<file path="config.mk">
export PLATFORM = sky130hd
export DESIGN_NAME = shift_line
export DESIGN_NICKNAME = d
export VERILOG_FILES = /design/src/rtl/shift_line.sv
export SDC_FILE = /design/constraint.sdc
export NUM_CORES = 1
export LEC_CHECK = 0
export BUFFER_PORTS_ARGS = -buffer_cell sky130_fd_sc_hd__buf_2
export CAP_MARGIN = 5
export CORE_MARGIN = 5
export CORE_UTILIZATION = 55
export CTS_CLUSTER_SIZE = 24
export DETAILED_ROUTE_END_ITERATION = 6
export GPL_ROUTABILITY_DRIVEN = 0
export PLACE_DENSITY = 0.78
export SLEW_MARGIN = 20
export SYNTH_ARGS = -nofsm -noshare
export SYNTH_HDL_FRONTEND = slang
export SYNTH_SLANG_ARGS = --single-unit
</file>
<file path="constraint.sdc">
create_clock -name clk -period 4.6 [get_ports clk]
set_input_delay 0.23 -clock clk [delete_from_list [all_inputs] [get_ports clk]]
set_output_delay 0.23 -clock clk [all_outputs]
set_load 0.05 [all_outputs]
</file>
<file path="src/rtl/shift_line.sv">
// Programmable WIDTH-bit delay line with per-stage valid bits, run-time
// shift direction / rotate, synchronous clear, selectable tap and fill count.
module shift_line #(
    parameter int WIDTH = 8,
    parameter int DEPTH = 16,
    localparam int TW = $clog2(DEPTH),
    localparam int CW = $clog2(DEPTH + 1)
) (
    input  logic             clk,
    input  logic             reset,
    input  logic             en,
    input  logic             clear,
    input  logic [1:0]       mode,
    input  logic [WIDTH-1:0] data_in,
    input  logic [TW-1:0]    tap_sel,
    output logic [WIDTH-1:0] data_out,
    output logic [WIDTH-1:0] tap_out,
    output logic             tap_valid,
    output logic [CW-1:0]    fill,
    output logic             full,
    output logic             empty
);

    typedef enum logic [1:0] {
        MODE_HOLD = 2'b00,
        MODE_FWD  = 2'b01,
        MODE_BWD  = 2'b10,
        MODE_ROT  = 2'b11
    } mode_e;

    mode_e mode_s;
    assign mode_s = mode_e'(mode);

    logic [DEPTH-1:0][WIDTH-1:0] stage_q, stage_d;
    logic [DEPTH-1:0]            valid_q, valid_d;

    always_ff @(posedge clk or posedge reset) begin
        if (reset) begin
            stage_q <= '0;
            valid_q <= '0;
        end else begin
            stage_q <= stage_d;
            valid_q <= valid_d;
        end
    end

    // clear outranks en, which outranks mode
    always_comb begin
        stage_d = stage_q;
        valid_d = valid_q;
        if (clear) begin
            stage_d = '0;
            valid_d = '0;
        end else if (en) begin
            case (mode_s)
                MODE_FWD: begin
                    stage_d[0] = data_in;
                    for (int i = 1; i < DEPTH; i++) stage_d[i] = stage_q[i-1];
                    valid_d = {valid_q[DEPTH-2:0], 1'b1};
                end
                MODE_BWD: begin
                    stage_d[DEPTH-1] = data_in;
                    for (int i = 0; i < DEPTH - 1; i++) stage_d[i] = stage_q[i+1];
                    valid_d = {1'b1, valid_q[DEPTH-1:1]};
                end
                MODE_ROT: begin
                    stage_d[0] = stage_q[DEPTH-1];
                    for (int i = 1; i < DEPTH; i++) stage_d[i] = stage_q[i-1];
                    valid_d = {valid_q[DEPTH-2:0], valid_q[DEPTH-1]};
                end
                default: ;
            endcase
        end
    end

    // Matching against each legal index leaves out-of-range selects at zero
    always_comb begin
        tap_out   = '0;
        tap_valid = 1'b0;
        for (int i = 0; i < DEPTH; i++) begin
            if (tap_sel == TW'(i)) begin
                tap_out   = stage_q[i];
                tap_valid = valid_q[i];
            end
        end
    end

    always_comb begin
        fill = '0;
        for (int i = 0; i < DEPTH; i++) fill = fill + CW'(valid_q[i]);
    end

    assign data_out = stage_q[DEPTH-1];
    assign full     = (fill == CW'(DEPTH));
    assign empty    = ~|valid_q;

endmodule

</file>
==> flow_summary.ini, run 1 <==
[outcome]
status = finished, final reports clean

[clock_tree]
clock_path_buffers = 2
insertion_delay_ns = 0.42
clk_pin_slew_ns = 0.06
cts.sinks = 144
h-tree-depth = 4
cts_made_buffers = 17
root_buffer = clkbuf_16
cts_tree = done

[synthesis]
synthTopCellsByArea = dfrtp_1 41%, mux2i_1 17%, o21ai_0 9.7%
synth_async_sr_flop_share = 1.000
ys_seq_area_frac = 0.4147
netlist_instances = 938
avgSynthCellArea_sq_um = 9.264
synth_top_cell_by_area = dfrtp_1
synth-main-ff-cell = dfrtp_1
ys_seq_elements = 144
synth_edf_count = 0
syn-num-nets = 972
synth_area_sq_um = 8690
yosys.area.top_type_share = 0.4147
ys_warn_count = 0
synth_cell_types = 46

[floorplan]
dieHeight_um = 135.7
rows = 46
dieArea_sq_um = 18410
start_util = 0.5530
core_sq_um = 15710
dieWidth_um = 135.7
pin_count = 42

[critical_path]
startpoint_type = flip-flop
path_max_fanout = 4
arrival_ns = 4.21
critPathRequiredTime_ns = 4.37
critical_path_class = reg -> out
endpoint_kind = primary output

[detailed_routing]
viasPerCell = 6.043
wl_per_cell_um = 18.73
drtIter0Drc = 866
wirelength_um = 21750
post-route-drc-count = 0
met2_length_um = 10510
dr.max_layer_used = met4
wl_met1_um = 9433
wl_met3_um = 1168
dr_total_vias = 7016
ant_nets = 0
dr.pass1.iters = 5

[timing]
rsz0062_at_grt = no
tns_ns = 0
skew_ns = 0.006764
slew_headroom = 0.3347
finalSetupViolCount = 0
post-route-period-util = 0.9645
hold_viol = 0
whs_ns = 0.03189
tightest_slew_ns = 0.9980
fmax_ghz = 0.2254
post-route-min-period_ns = 4.437
drv_slew = 0

[placed_design]
place_hpwl_um = 13140
io_buffers = 41
dp_cells = 1122

[final_layout]
fin_nets = 966
drive_above_1_share = 0.1185
layout_commonest_cell = nand2_1
mostFrequentLayoutCells = 174 x nand2_1, 169 x o21ai_0, 150 x mux2i_1, 143 x dfrtp_1
diodes = 0
final_cells = 1161
syn_to_final_growth_pct = 10.27

[pwr]
p_per_area_nw_per_um2 = 324.4
leakagePower_nw = 4.061
ir_drop_mv = 0.2604
totalPowerFinal_w = 0.003108

[global_routing]
grt_max_degree = 105
grt_pass1_wl_um = 35640
track_usage = 0.2427
gr-total-overflow = 0
antenna_found_initial = 0
first_global_vias = 6728

[min_path]
hp-class = in -> async

[job]
maxCapViolCount = 0
## where the power goes
group | switching, W | internal (W)
Combinational | 0.000233 | 0.0000907
Sequential | 0.0000100 | 0.00128
Clock | 0.000534 | 0.000965
## cell usage after synthesis, drive strengths merged, types with 3 or more instances
library cell and n:
clkbuf 34, nor4 3, ha 6, or3 3
a2111o 3, dfrtp 144, nand3 4, inv 30
mux4 15, o21ai 170, nor2 27, nand2b 4
o31ai 3, nor2b 10, nand2 174, nor4b 3
fa 10, buf 49, a22oi 5, nor3 5
o22ai 12, and2 6, mux2i 150, a211oi 7
a21oi 40
## critical path, stage by stage, from the launching register on
cell,delay (ns)
dfrtp_1,0.39
inv_1,0.09
fa_1,0.58
fa_1,0.44
fa_1,0.52
fa_1,0.41
inv_1,0.07
ha_1,0.16
inv_1,0.06
fa_2,0.54
nand2b_1,0.10
nor4b_4,0.24
buf_6,0.19
## cell families after synthesis
group	Yosys count	synth area share
AO/OA/AOI/OAI	254	0.1595
AND/OR/NAND/NOR	243	0.1172
multiplexers	166	0.2130
flip-flops	144	0.4147
buffers and inverters	113	0.06191
adder cells (fa/ha/maj)	16	0.03168
XOR/XNOR	2	0.002016
## registers in the layout (all words and copies together), names as in the netlist
name and count:
data_out 8, stage_q 120, valid_q 16
## metal layers
| metal | global-route usage | vias to the layer above |
|---|---|---|
| li1 | - | 3260 |
| met1 | 0.3396 | 3454 |
| met2 | 0.3750 | 253 |
| met3 | 0.04198 | 49 |
| met4 | 0.1036 | 0 |
| met5 | 0 | - |
## timing repair
item	in CTS	in global routing
gates resized for setup	1	4
setup endpoints to repair	1	4
hold buffers	0	0
pin swaps	0	2
setup buffers	0	7
## cell type report
class | instances | area, sq um
timing repair buffer | 58 | 364.1
sequential | 144 | 3605
tap | 216 | 270.3
clock buffer | 23 | 488.0
multi-input combinational | 681 | 4583
fill | 1279 | 6131
inverter | 30 | 117.6
clock inverter | 9 | 153.9
## path summary, 6_finish.rpt
check | startpoint | slack (ns) | to | depth (start not counted)
max | valid_q[5] | 0.16 | full | 12
min | reset | 0.03 | stage_q[56] | 2
max reg2reg | valid_q[1] | 3.47 | valid_q[0] | 4
min reg2reg | stage_q[5] | 0.51 | stage_q[5] | 2
max in group asynchronous | reset | 3.45 | stage_q[118] | 3
min in group clk | clear | 0.09 | valid_q[3] | 2
## metrics by stage
stage          utilization  setup WS [ns]  area, sq um
5_1_grt             0.6098      0.0001590         9582
3_3_place_gp        0.5650         0.4787         8877
2_1_floorplan            -        0.09439         8705
4_1_cts             0.6060       0.008742         9522
6_report            0.6098         0.1631         9582
3_5_place_dp        0.5650         0.4230         8877
(Power assumes the default switching activity.)
==> run 2: changes to the inputs <==
==> constraint.sdc (replaced) <==
create_clock -name clk -period 5.4 [get_ports clk]
set_input_delay 0.27 -clock clk [delete_from_list [all_inputs] [get_ports clk]]
set_output_delay 0.27 -clock clk [all_outputs]
set_load 0.05 [all_outputs]
==> flow_summary.ini, run 2 (synthesis gave the netlist of run 1 again) <==
[outcome]
status = complete, but fails checks
violations = negative hold slack

[final_layout]
diodes = 0
fin_nets = 956
largest_register_ffs = 120
largest-register = stage_q
syn_to_final_growth_pct = 8.683
utilization = 0.6011
mostFrequentLayoutCells = 174 x nand2_1, 169 x o21ai_0, 150 x mux2i_1, 144 x dfrtp_1, 41 x buf_2
fillers = 1327
drive_above_1_share = 0.1060
layout_commonest_cell = nand2_1

[global_routing]
grt_max_degree = 149
first_global_vias = 6836
track_usage = 0.2435
grt_pass1_wl_um = 35670
gr-total-overflow = 0
antenna_found_initial = 0

[clock_tree]
clock_path_buffers = 2
h-tree-depth = 4
cts_tree = done
root_buffer = clkbuf_16
cts_setup_buffers = 0
cts_resized = 0
cts.sinks = 144
cts_made_buffers = 17
clk_pin_slew_ns = 0.06
cts_hold_buf = 0
insertion_delay_ns = 0.42

[pwr]
p_per_area_nw_per_um2 = 270.4
ir_drop_mv = 0.2492
leakagePower_nw = 3.986

[critical_path]
startpoint_type = flip-flop
cpPeakStageDelay_ns = 0.58
path_cells = inv_1, fa_1, fa_1, fa_1, fa_1, inv_1, ha_1, inv_1, fa_1, nand2b_1, nor4b_2, buf_2
path_max_fanout = 5
critical_path_class = reg -> out
worst_path_most_repeated_cell = fa_1
crit-reg2reg-launch = valid_q[12]
arrival_ns = 4.38
path_buf_inv = 4
critPathRequiredTime_ns = 5.13
critical-path-top-delay-family = adder cells
endpoint_kind = primary output
startpoint = valid_q[5]
cpMaxStageDelayCell = fa_1

[detailed_routing]
dr.pass1.iters = 7
post-route-drc-count = 0
ant_nets = 0
wl_per_cell_um = 18.85
viasPerCell = 6.157
drtIter0Drc = 756
wirelength_um = 21670
dr_total_vias = 7080

[timing]
slew_headroom = 0.2875
post-route-min-period_ns = 4.647
finalSetupViolCount = 0
skew_ns = 0.007455
hold_viol = 17
drv_slew = 0
whs_ns = -0.03538
fmax_ghz = 0.2152
tightest_slew_ns = 1.069
post-route-period-util = 0.8605
tns_ns = 0
rsz0062_at_grt = no

[min_path]
hp-class = in -> async

[placed_design]
io_buffers = 41
place_hpwl_um = 12970

[floorplan]
dieArea_sq_um = 18410
core_sq_um = 15710
start_util = 0.5530
rows = 46
pin_count = 42
dieWidth_um = 135.7
dieHeight_um = 135.7

[job]
maxCapViolCount = 0
==> run 2: final timing paths <==
kind	endpoint	slack [ns]	depth (start not counted)
worst max-delay path	full	0.75	12
worst min-delay path	stage_q[42]	-0.04	2
worst max register to register	valid_q[13]	4.34	4
worst min register to register	stage_q[4]	0.51	2
max in group asynchronous	stage_q[11]	4.14	3
min in group clk	valid_q[3]	0.10	2
==> run 2: area by class of cell <==
| cell class | instances | area, sq um | share of cell area |
|---|---|---|---|
| multi-input cells | 681 | 4572 | 0.4841 |
| repair buffers | 48 | 295.3 | 0.03127 |
| flip-flops and latches | 144 | 3603 | 0.3816 |
| inverters | 30 | 117.6 | 0.01245 |
| clock buffers | 20 | 456.7 | 0.04836 |
| well taps | 216 | 270.3 | 0.02862 |
| clock inverters | 11 | 128.9 | 0.01365 |
==> run 2: power by group <==
group	internal, W	switching [W]	leakage, nW	total [W]
clock	0.000706	0.000475	0.283	0.00118
sequential	0.00109	0.00000879	2.01	0.00110
combinational	0.0000796	0.000198	1.70	0.000278
==> run 2: metal layers <==
layer / GRT usage / vias to the layer above / wire length [um]
li1: - / 3248 / -
met1: 0.3418 / 3563 / 9381
met2: 0.3750 / 220 / 10290
met3: 0.04941 / 49 / 1349
met4: 0.09295 / 0 / 654
met5: 0 / - / 0
==> run 2: per-stage QoR <==
stage / instances / setup slack, ns / cell area, sq um / hold slack [ns] / power [W]
4_1_cts: 1149 / 0.7343 / 9424 / 0.02320 / 0.002560
2_1_floorplan: 938 / 0.5446 / 8696 / 0.3685 / 0.001325
3_5_place_dp: 1118 / 1.218 / 8838 / 0.4748 / 0.001388
3_3_place_gp: 1118 / 1.268 / 8838 / 0.4756 / 0.001387
6_report: 1150 / 0.7535 / 9444 / -0.03538 / 0.002554
5_1_grt: 1150 / 0.5372 / 9444 / 0.06541 / 0.002635
==> run 2: worst reg2reg max path: stages, from the launching register on <==
cell,delay [ns]
dfrtp_1,0.43
inv_1,0.12
nor2_1,0.06
a21oi_1,0.17
o21ai_0,0.12
==> run 3: changes to the inputs <==
--- a/config.mk
+++ b/config.mk
@@ -9,9 +9,12 @@
 export CAP_MARGIN = 5
 export CORE_MARGIN = 5
 export CORE_UTILIZATION = 55
+export CTS_BUF_LIST = sky130_fd_sc_hd__clkbuf_4
+export CTS_CLUSTER_DIAMETER = 120
 export CTS_CLUSTER_SIZE = 24
 export DETAILED_ROUTE_END_ITERATION = 6
 export GPL_ROUTABILITY_DRIVEN = 0
+export MAX_ROUTING_LAYER = met4
 export PLACE_DENSITY = 0.78
 export SLEW_MARGIN = 20
 export SYNTH_ARGS = -nofsm -noshare
==> flow_summary.ini, run 3 (synthesis gave the netlist of run 1 again) <==
[critical_path]
endpoint_kind = primary output
path_max_fanout = 5
arrival_ns = 4.53
startpoint_type = flip-flop
critical_path_class = reg -> out
critPathRequiredTime_ns = 5.13

[detailed_routing]
wl_per_cell_um = 18.39
viasPerCell = 6.086
post-route-drc-count = 0
drtIter0Drc = 848
ant_nets = 0
dr.pass1.iters = 6
dr_total_vias = 7023
wirelength_um = 21220

[clock_tree]
cts_tree = done
cts_resized = 0
root_buffer = clkbuf_4
clock_path_buffers = 2
h-tree-depth = 4
cts.sinks = 144
cts_setup_buffers = 0
clk_pin_slew_ns = 0.12
cts_hold_buf = 3
cts_made_buffers = 17
insertion_delay_ns = 0.56

[floorplan]
rows = 46
pin_count = 42
dieWidth_um = 135.7
core_sq_um = 15710
dieArea_sq_um = 18410
dieHeight_um = 135.7
start_util = 0.5530

[final_layout]
mostFrequentLayoutCells = 174 x nand2_1, 169 x o21ai_0, 150 x mux2i_1, 144 x dfrtp_1, 41 x buf_2
utilization = 0.5831
syn_to_final_growth_pct = 5.443
drive_above_1_share = 0.1046
largest-register = stage_q
layout_commonest_cell = nand2_1
fin_nets = 959
largest_register_ffs = 120

[outcome]
status = finished, final reports clean

[timing]
fmax_ghz = 0.2083
post-route-min-period_ns = 4.801
rsz0062_at_grt = no
tns_ns = 0
tightest_slew_ns = 1.098
skew_ns = 0.01957
slew_headroom = 0.2678
post-route-period-util = 0.8891
drv_slew = 0
finalSetupViolCount = 0
hold_viol = 0

[global_routing]
gr-total-overflow = 0
grt_max_degree = 149
grt_pass1_wl_um = 35090
first_global_vias = 6785
antenna_found_initial = 1
track_usage = 0.2459

[placed_design]
io_buffers = 41
place_hpwl_um = 12970

[pwr]
ir_drop_mv = 0.1342
leakagePower_nw = 3.859
p_per_area_nw_per_um2 = 224.8

[job]
maxCapViolCount = 0

[min_path]
hp-class = in -> reg
## run 3: through the flow
step                area, sq um  hold slack (ns)  power, W  std cells  worst slack (ns)
floorplan                  8696           0.3685  0.001325        938            0.5446
global placement           8838           0.4756  0.001387       1118             1.268
detailed placement         8838           0.4748  0.001388       1118             1.218
CTS                        9140         0.007653  0.002069       1152            0.5550
global route               9163          0.02849  0.002140       1154            0.3614
finish                     9163          0.03554  0.002060       1154            0.5986
## run 3: worst paths after layout
check / start / endpoint / slack [ns] / cells past startpoint
worst max-delay path: valid_q[5] / full / 0.60 / 12
worst min-delay path: data_in[3] / data_out[3] / 0.04 / 3
worst max register to register: valid_q[12] / valid_q[13] / 4.34 / 4
worst min register to register: stage_q[4] / stage_q[4] / 0.53 / 2
max in group asynchronous: reset / stage_q[11] / 3.76 / 4
min in group asynchronous: reset / stage_q[42] / 0.38 / 3
## run 3: worst max-delay path: stages, from the launching register on
cell and delay [ns]:
dfrtp_1 0.43, inv_1 0.10, fa_1 0.57, fa_1 0.44
fa_1 0.52, fa_1 0.42, inv_1 0.07, ha_1 0.15
inv_1 0.06, fa_1 0.58, nand2b_1 0.08, nor4b_2 0.24
buf_2 0.30
## run 3: power breakdown
group | leakage (nW) | internal, W | total (W) | switching [W]
Combinational | 1.71 | 0.0000812 | 0.000279 | 0.000197
Clock | 0.144 | 0.000278 | 0.000687 | 0.000410
Sequential | 2.01 | 0.00109 | 0.00109 | 0.00000852
## run 3: cell type report
| class | instances | area, sq um |
|---|---|---|
| fill | 1378 | 6550 |
| multi-input combinational | 681 | 4572 |
| sequential | 144 | 3603 |
| timing repair buffer | 51 | 325.3 |
| tap | 216 | 270.3 |
| clock inverter | 13 | 136.4 |
| clock buffer | 18 | 135.1 |
| inverter | 30 | 117.6 |
| antenna | 1 | 2.502 |
## run 3: per-layer routing
layer / track usage / share of wire
met5: - / 0
met4: 0.09798 / 0.028
met3: 0.04235 / 0.056
met2: 0.3637 / 0.48
met1: 0.3400 / 0.44
